--- src/rtl/muldiv_sequencer.sv ---
// muldiv_sequencer: sequential integer multiply/divide unit.
// Multiplication is a radix-2 shift-add and division is a restoring radix-2
// divide. Both work on operand magnitudes, one bit per CALC cycle, and the
// sign is fixed up once at completion. Divide-by-zero, signed overflow and
// illegal subcodes skip CALC and go straight to DONE.
module muldiv_sequencer #(
   parameter int XLEN = 32
) (
   input  logic            clk,
   input  logic            rst_n,
   input  logic            req_valid,
   output logic            req_ready,
   input  logic [6:0]      req_subcode,
   input  logic [XLEN-1:0] req_a,
   input  logic [XLEN-1:0] req_b,
   input  logic            flush,
   output logic            busy,
   output logic            rsp_valid,
   input  logic            rsp_ready,
   output logic [XLEN-1:0] rsp_result,
   output logic            rsp_illegal
);

   // FSM encoding
   localparam logic [1:0] S_IDLE = 2'd0;
   localparam logic [1:0] S_CALC = 2'd1;
   localparam logic [1:0] S_DONE = 2'd2;

   // Supported ALU subcodes
   localparam logic [6:0] IOP_MUL    = 7'h04;
   localparam logic [6:0] IOP_MULH   = 7'h05;
   localparam logic [6:0] IOP_MULHSU = 7'h06;
   localparam logic [6:0] IOP_MULHU  = 7'h07;
   localparam logic [6:0] IOP_DIV    = 7'h08;
   localparam logic [6:0] IOP_DIVU   = 7'h09;
   localparam logic [6:0] IOP_REM    = 7'h0A;
   localparam logic [6:0] IOP_REMU   = 7'h0B;

   localparam int               CNT_W     = $clog2(XLEN);
   localparam logic [CNT_W-1:0] LAST_ITER = CNT_W'(XLEN - 1);
   localparam logic [XLEN-1:0]  MIN_NEG   = {1'b1, {(XLEN-1){1'b0}}};

   // Architectural state
   logic [1:0]       state_reg;
   logic [6:0]       op_reg;        // latched subcode of the operation in flight
   logic             neg_reg;       // final result must be negated
   logic [CNT_W-1:0] cnt_reg;       // iteration counter within CALC
   logic [XLEN-1:0]  acc_hi_reg;    // product high half / partial remainder
   logic [XLEN-1:0]  acc_lo_reg;    // multiplier bits / dividend-quotient shifter
   logic [XLEN-1:0]  opnd_reg;      // multiplicand or divisor magnitude
   logic [XLEN-1:0]  result_reg;
   logic             illegal_reg;

   // Request decode
   logic            req_legal;
   logic            req_is_div;
   logic            req_is_rem;
   logic            a_signed;
   logic            b_signed;
   logic            a_neg;
   logic            b_neg;
   logic            req_neg;
   logic [XLEN-1:0] mag_a;
   logic [XLEN-1:0] mag_b;
   logic            req_bypass;
   logic [XLEN-1:0] bypass_result;

   // Iteration datapath
   logic [XLEN:0]   mul_sum;
   logic [XLEN:0]   div_shift;
   logic            div_borrow;
   logic [XLEN-1:0] div_diff;
   logic [XLEN-1:0] step_hi;
   logic [XLEN-1:0] step_lo;

   // Completion fix-up
   logic [2*XLEN-1:0] product;
   logic [2*XLEN-1:0] product_signed;
   logic [XLEN-1:0]   quot_signed;
   logic [XLEN-1:0]   rem_signed;
   logic [XLEN-1:0]   final_result;

   // Decode the offered request: legality, operand signedness and magnitudes,
   // result sign, and the single-cycle bypass cases of the divider.
   always_comb begin
      req_legal  = 1'b0;
      a_signed   = 1'b0;
      b_signed   = 1'b0;
      case (req_subcode)
         IOP_MUL:    req_legal = 1'b1;
         IOP_MULH:   begin req_legal = 1'b1; a_signed = 1'b1; b_signed = 1'b1; end
         IOP_MULHSU: begin req_legal = 1'b1; a_signed = 1'b1; end
         IOP_MULHU:  req_legal = 1'b1;
         IOP_DIV:    begin req_legal = 1'b1; a_signed = 1'b1; b_signed = 1'b1; end
         IOP_DIVU:   req_legal = 1'b1;
         IOP_REM:    begin req_legal = 1'b1; a_signed = 1'b1; b_signed = 1'b1; end
         IOP_REMU:   req_legal = 1'b1;
         default:    req_legal = 1'b0;
      endcase
      req_is_div = req_subcode[3];
      req_is_rem = req_subcode[1];
      a_neg      = a_signed & req_a[XLEN-1];
      b_neg      = b_signed & req_b[XLEN-1];
      mag_a      = a_neg ? -req_a : req_a;
      mag_b      = b_neg ? -req_b : req_b;
      // Remainder follows the dividend sign; everything else is sign(a)^sign(b).
      req_neg    = (req_is_div && req_is_rem) ? a_neg : (a_neg ^ b_neg);

      req_bypass    = 1'b0;
      bypass_result = '0;
      if (req_is_div) begin
         if (req_b == '0) begin
            req_bypass    = 1'b1;
            bypass_result = req_is_rem ? req_a : '1;
         end else if (a_signed && (req_a == MIN_NEG) && (req_b == '1)) begin
            req_bypass    = 1'b1;
            bypass_result = req_is_rem ? '0 : MIN_NEG;
         end
      end
   end

   // One shift-add or one restoring-divide step per CALC cycle.
   always_comb begin
      mul_sum    = {1'b0, acc_hi_reg} + (acc_lo_reg[0] ? {1'b0, opnd_reg} : '0);
      div_shift  = {acc_hi_reg, acc_lo_reg[XLEN-1]};
      div_borrow = div_shift < {1'b0, opnd_reg};
      // When there is no borrow the difference is below the divisor, so the
      // low XLEN bits carry the whole partial remainder.
      div_diff   = div_shift[XLEN-1:0] - opnd_reg;
      if (op_reg[3]) begin
         step_hi = div_borrow ? div_shift[XLEN-1:0] : div_diff;
         step_lo = {acc_lo_reg[XLEN-2:0], ~div_borrow};
      end else begin
         step_hi = mul_sum[XLEN:1];
         step_lo = {mul_sum[0], acc_lo_reg[XLEN-1:1]};
      end
   end

   // Apply the sign and select the result half from the final step's output.
   always_comb begin
      product        = {step_hi, step_lo};
      product_signed = neg_reg ? -product : product;
      quot_signed    = neg_reg ? -step_lo : step_lo;
      rem_signed     = neg_reg ? -step_hi : step_hi;
      if (op_reg[3]) begin
         final_result = op_reg[1] ? rem_signed : quot_signed;
      end else if (op_reg == IOP_MUL) begin
         final_result = product_signed[XLEN-1:0];
      end else begin
         final_result = product_signed[2*XLEN-1:XLEN];
      end
   end

   // Sequencer FSM and datapath registers; flush overrides accept and handshake.
   always_ff @(posedge clk or negedge rst_n) begin
      if (!rst_n) begin
         state_reg   <= S_IDLE;
         op_reg      <= '0;
         neg_reg     <= 1'b0;
         cnt_reg     <= '0;
         acc_hi_reg  <= '0;
         acc_lo_reg  <= '0;
         opnd_reg    <= '0;
         result_reg  <= '0;
         illegal_reg <= 1'b0;
      end else if (flush) begin
         state_reg <= S_IDLE;
         cnt_reg   <= '0;
      end else begin
         case (state_reg)
            S_IDLE: begin
               if (req_valid) begin
                  op_reg  <= req_subcode;
                  neg_reg <= req_neg;
                  cnt_reg <= '0;
                  if (!req_legal) begin
                     result_reg  <= '0;
                     illegal_reg <= 1'b1;
                     state_reg   <= S_DONE;
                  end else begin
                     illegal_reg <= 1'b0;
                     if (req_bypass) begin
                        result_reg <= bypass_result;
                        state_reg  <= S_DONE;
                     end else begin
                        acc_hi_reg <= '0;
                        acc_lo_reg <= req_is_div ? mag_a : mag_b;
                        opnd_reg   <= req_is_div ? mag_b : mag_a;
                        state_reg  <= S_CALC;
                     end
                  end
               end
            end
            S_CALC: begin
               acc_hi_reg <= step_hi;
               acc_lo_reg <= step_lo;
               cnt_reg    <= cnt_reg + 1'b1;
               if (cnt_reg == LAST_ITER) begin
                  result_reg <= final_result;
                  state_reg  <= S_DONE;
               end
            end
            S_DONE: begin
               if (rsp_ready) begin
                  state_reg <= S_IDLE;
               end
            end
            default: begin
               state_reg <= S_IDLE;
            end
         endcase
      end
   end

   assign req_ready   = (state_reg == S_IDLE);
   assign busy        = (state_reg == S_CALC);
   assign rsp_valid   = (state_reg == S_DONE);
   assign rsp_result  = result_reg;
   assign rsp_illegal = illegal_reg;

endmodule

--- config.mk ---
export PLATFORM = sky130hd
export DESIGN_NAME = muldiv_sequencer
export DESIGN_NICKNAME = d
export VERILOG_FILES = /design/src/rtl/muldiv_sequencer.sv
export SDC_FILE = /design/constraint.sdc
export NUM_CORES = 1
export LEC_CHECK = 0
export CORE_MARGIN = 2
export CORE_UTILIZATION = 35
export CTS_CLUSTER_DIAMETER = 50
export DETAILED_ROUTE_END_ITERATION = 12
export PLACE_DENSITY_LB_ADDON = 0.08
export SETUP_SLACK_MARGIN = 0.15
export SYNTH_ARGS = -nofsm -noshare
export SYNTH_HDL_FRONTEND = slang
export SYNTH_SLANG_ARGS = --single-unit
--- constraint.sdc ---
create_clock -name clk -period 6.33 [get_ports clk]
set_input_delay 1.266 -clock clk [delete_from_list [all_inputs] [get_ports clk]]
set_output_delay 1.266 -clock clk [all_outputs]
set_load 0.01 [all_outputs]
==> metrics.yaml <==
yosys:
  ys_types: 101
  syn_area_um2: 16700
  synth_area_leaders: "dfrtp_1, o21ai_0, a21oi_1"
  yosysMostFrequentCell: "nand2_1"
  ys_async_sr_fraction: 1.00
  avgSynthCellArea_um2: 7.36
  synth_top_area_frac: 0.216
  synth.largest_area_cell: "dfrtp_1"
  syn-num-nets: 2415
  synthTopCellsByCount: "nand2_1, o21ai_0, nor2_1"
  synth_ff_type: "dfrtp_1"
  synth_edf_count: 0
  ys_ff_latch: 144
  yosysSeqAreaShare: 0.216
  yosys_warnings: 0
  syn_inst: 2266
power:
  seq_power_share: 0.197
  switching_power_mw: 3.87
  p_leak_nw: 7.62
  pwr-share-comb: 0.639
  ir_drop_mv: 0.191
  internal_power_mw: 3.48
  switching_share: 0.526
  p_per_area_nw_per_um2: 382
  clkPwrFrac: 0.164
  p_total_mw: 7.35
die:
  num_rows: 79
  dieHeight_um: 222
  start_util: 0.357
  die_x_um: 222
  die-area_um2: 49400
  core-area_um2: 46800
  pin_count: 112
layout:
  final_core_util: 0.411
  area_growth_syn_to_layout_pct: 15.4
  diodes: 0
  fin_nets: 2485
  drive_gt1_frac: 0.0847
  final_cell_count_no_fill: 2956
  fin_area_um2: 19200
cts:
  cts.sinks: 144
  holdBufCountCts: 0
  numCtsBuffers: 17
  htree_levels: 4
  postCtsResizedCells: 0
  clk_root_buffer_cell: "clkbuf_16"
  tritoncts: "yes"
  clock_latency_ns: 0.49
  cts_setup_buffers: 0
  clk_pin_slew_ns: 0.07
  cts_buffer_depth: 2
place:
  dpl.hpwl_um: 62200
  port_buffers: 111
  placed_cells: 2924
  gp_congestion: 0.984
  placement.cell_area_um2: 18600
  pre_cts_ws_ns: 0.406
drt:
  wirelength_um: 78300
  first_pass_iters: 6
  post_drt_wl_per_cell_um: 26.5
  drc: 0
  drtIter0Drc: 2059
  antenna_left: 0
  vias_per_cell: 6.25
  num_vias: 18500
hold_path:
  hold_depth: 1
  hp-class: "register to register"
global_routing:
  grt_max_degree: 113
  grtUsageMet1: 0.440
  grt.busiest_layer: "met2"
  grt_usage: 0.314
  grtUsageMet2: 0.476
  grt_pass1_vias: 17200
  overflow: 0
  gr-usage-met3: 0.0517
  grt_pass1_wl_um: 115000
  antenna_found_initial: 4
status:
  status: "completed"
setup_path:
  cpPeakStageDelay_ns: 0.72
  cp_slowest_cell: "o31ai_1"
  path_cells: "and2_1 > ha_1 > fa_1 > nand3_1 > a21oi_1 > o21ai_0 > a21oi_1 > o31ai_1 > nor3_1 > nor4b_1 > o22ai_1 > or2_2 > nor4_1 > o21bai_1 > a221oi_1 > buf_4 > a211o_1"
  r2r_cells: 17
  cp_common_cell: "a21oi_1"
  cp.arrival_ns: 6.23
  path_class: "register to register"
  crit_fanout: 22
  cp-start-kind: "register"
  cp.required_ns: 6.70
  end_kind: "register"
sta:
  hold_viol: 0
  holdWs_ns: 0.494
  finalCritPeriodShare: 0.926
  max_freq_mhz: 171
  finalWorstSetupSlack_ns: 0.470
  rsz0062_at_grt: "no"
  max_slew_margin: 0.278
  setup_viol_count_final: 0
  skew_ns: 0.0118
  layout_min_cycle_time_ns: 5.86
  finalMaxSlewViolations: 0
  tns_ns: 0
  worst_pin_slew_ns: 1.08
run:
  cap_violations: 0
## cell type report
cell class	instances	area, um^2
clock buffers	18	429
well taps	607	759
flip-flops and latches	144	3610
inverters	77	289
fillers	4916	27500
multi-input cells	1914	12200
clock inverters	14	228
repair buffers	182	1670
## power by group through the flow
stage | logic [mW] | clock network, mW | registers (mW)
after floorplan | 3.03 | 0 | 1.32
after global placement | 4.57 | 0 | 1.45
after detailed placement | 4.57 | 0 | 1.46
after CTS | 4.60 | 1.22 | 1.44
after global routing | 5.05 | 1.25 | 1.48
final | 4.70 | 1.20 | 1.45
## layer usage
metal	wire length, um	up-vias	part of all wire
li1	-	8504	-
met1	35300	8990	0.45
met2	34100	820	0.43
met3	5560	145	0.071
met4	3370	2	0.043
met5	13	-	0.00017
## logic make-up after synthesis
family	after synthesis	synth area share
buffers and inverters	208	0.0501
AO/OA/AOI/OAI	794	0.306
adder cells (fa/ha/maj)	73	0.0557
flip-flops	144	0.216
multiplexers	87	0.0541
XOR/XNOR	156	0.0820
AND/OR/NAND/NOR	804	0.236
## path summary, 6_finish.rpt
kind                                   to  slack [ns]            from
max                        rsp_result[29]        0.47   acc_lo_reg[0]
min                        rsp_result[29]        0.49  rsp_result[29]
max reg2reg                rsp_result[29]        0.47   acc_lo_reg[0]
min reg2reg                rsp_result[29]        0.49  rsp_result[29]
max in group asynchronous       op_reg[3]        4.28           rst_n
min in group asynchronous  acc_hi_reg[14]        0.70           rst_n
## placed cells by master, fill, tap and decap left out, types with 55 or more instances in the layout
cell type	count
o21ai_0	247
a21oi_1	193
nand2_1	255
nor2_1	220
xnor2_1	77
dfrtp_1	142
mux2i_1	62
inv_1	74
nor3_1	55
buf_4	70
ha_1	71
xor2_1	79
clkdlybuf4s50_1	109
## critical path: cells and delay by family (launching register included)
kind | cells | cell delay, ns
AND/OR/NAND/NOR | 6 | 1.76
buffers and inverters | 1 | 0.19
adder cells (fa/ha/maj) | 2 | 0.66
AO/OA/AOI/OAI | 8 | 2.46
flip-flops | 1 | 0.69
Note: power is estimated with default switching activity, not from simulation.
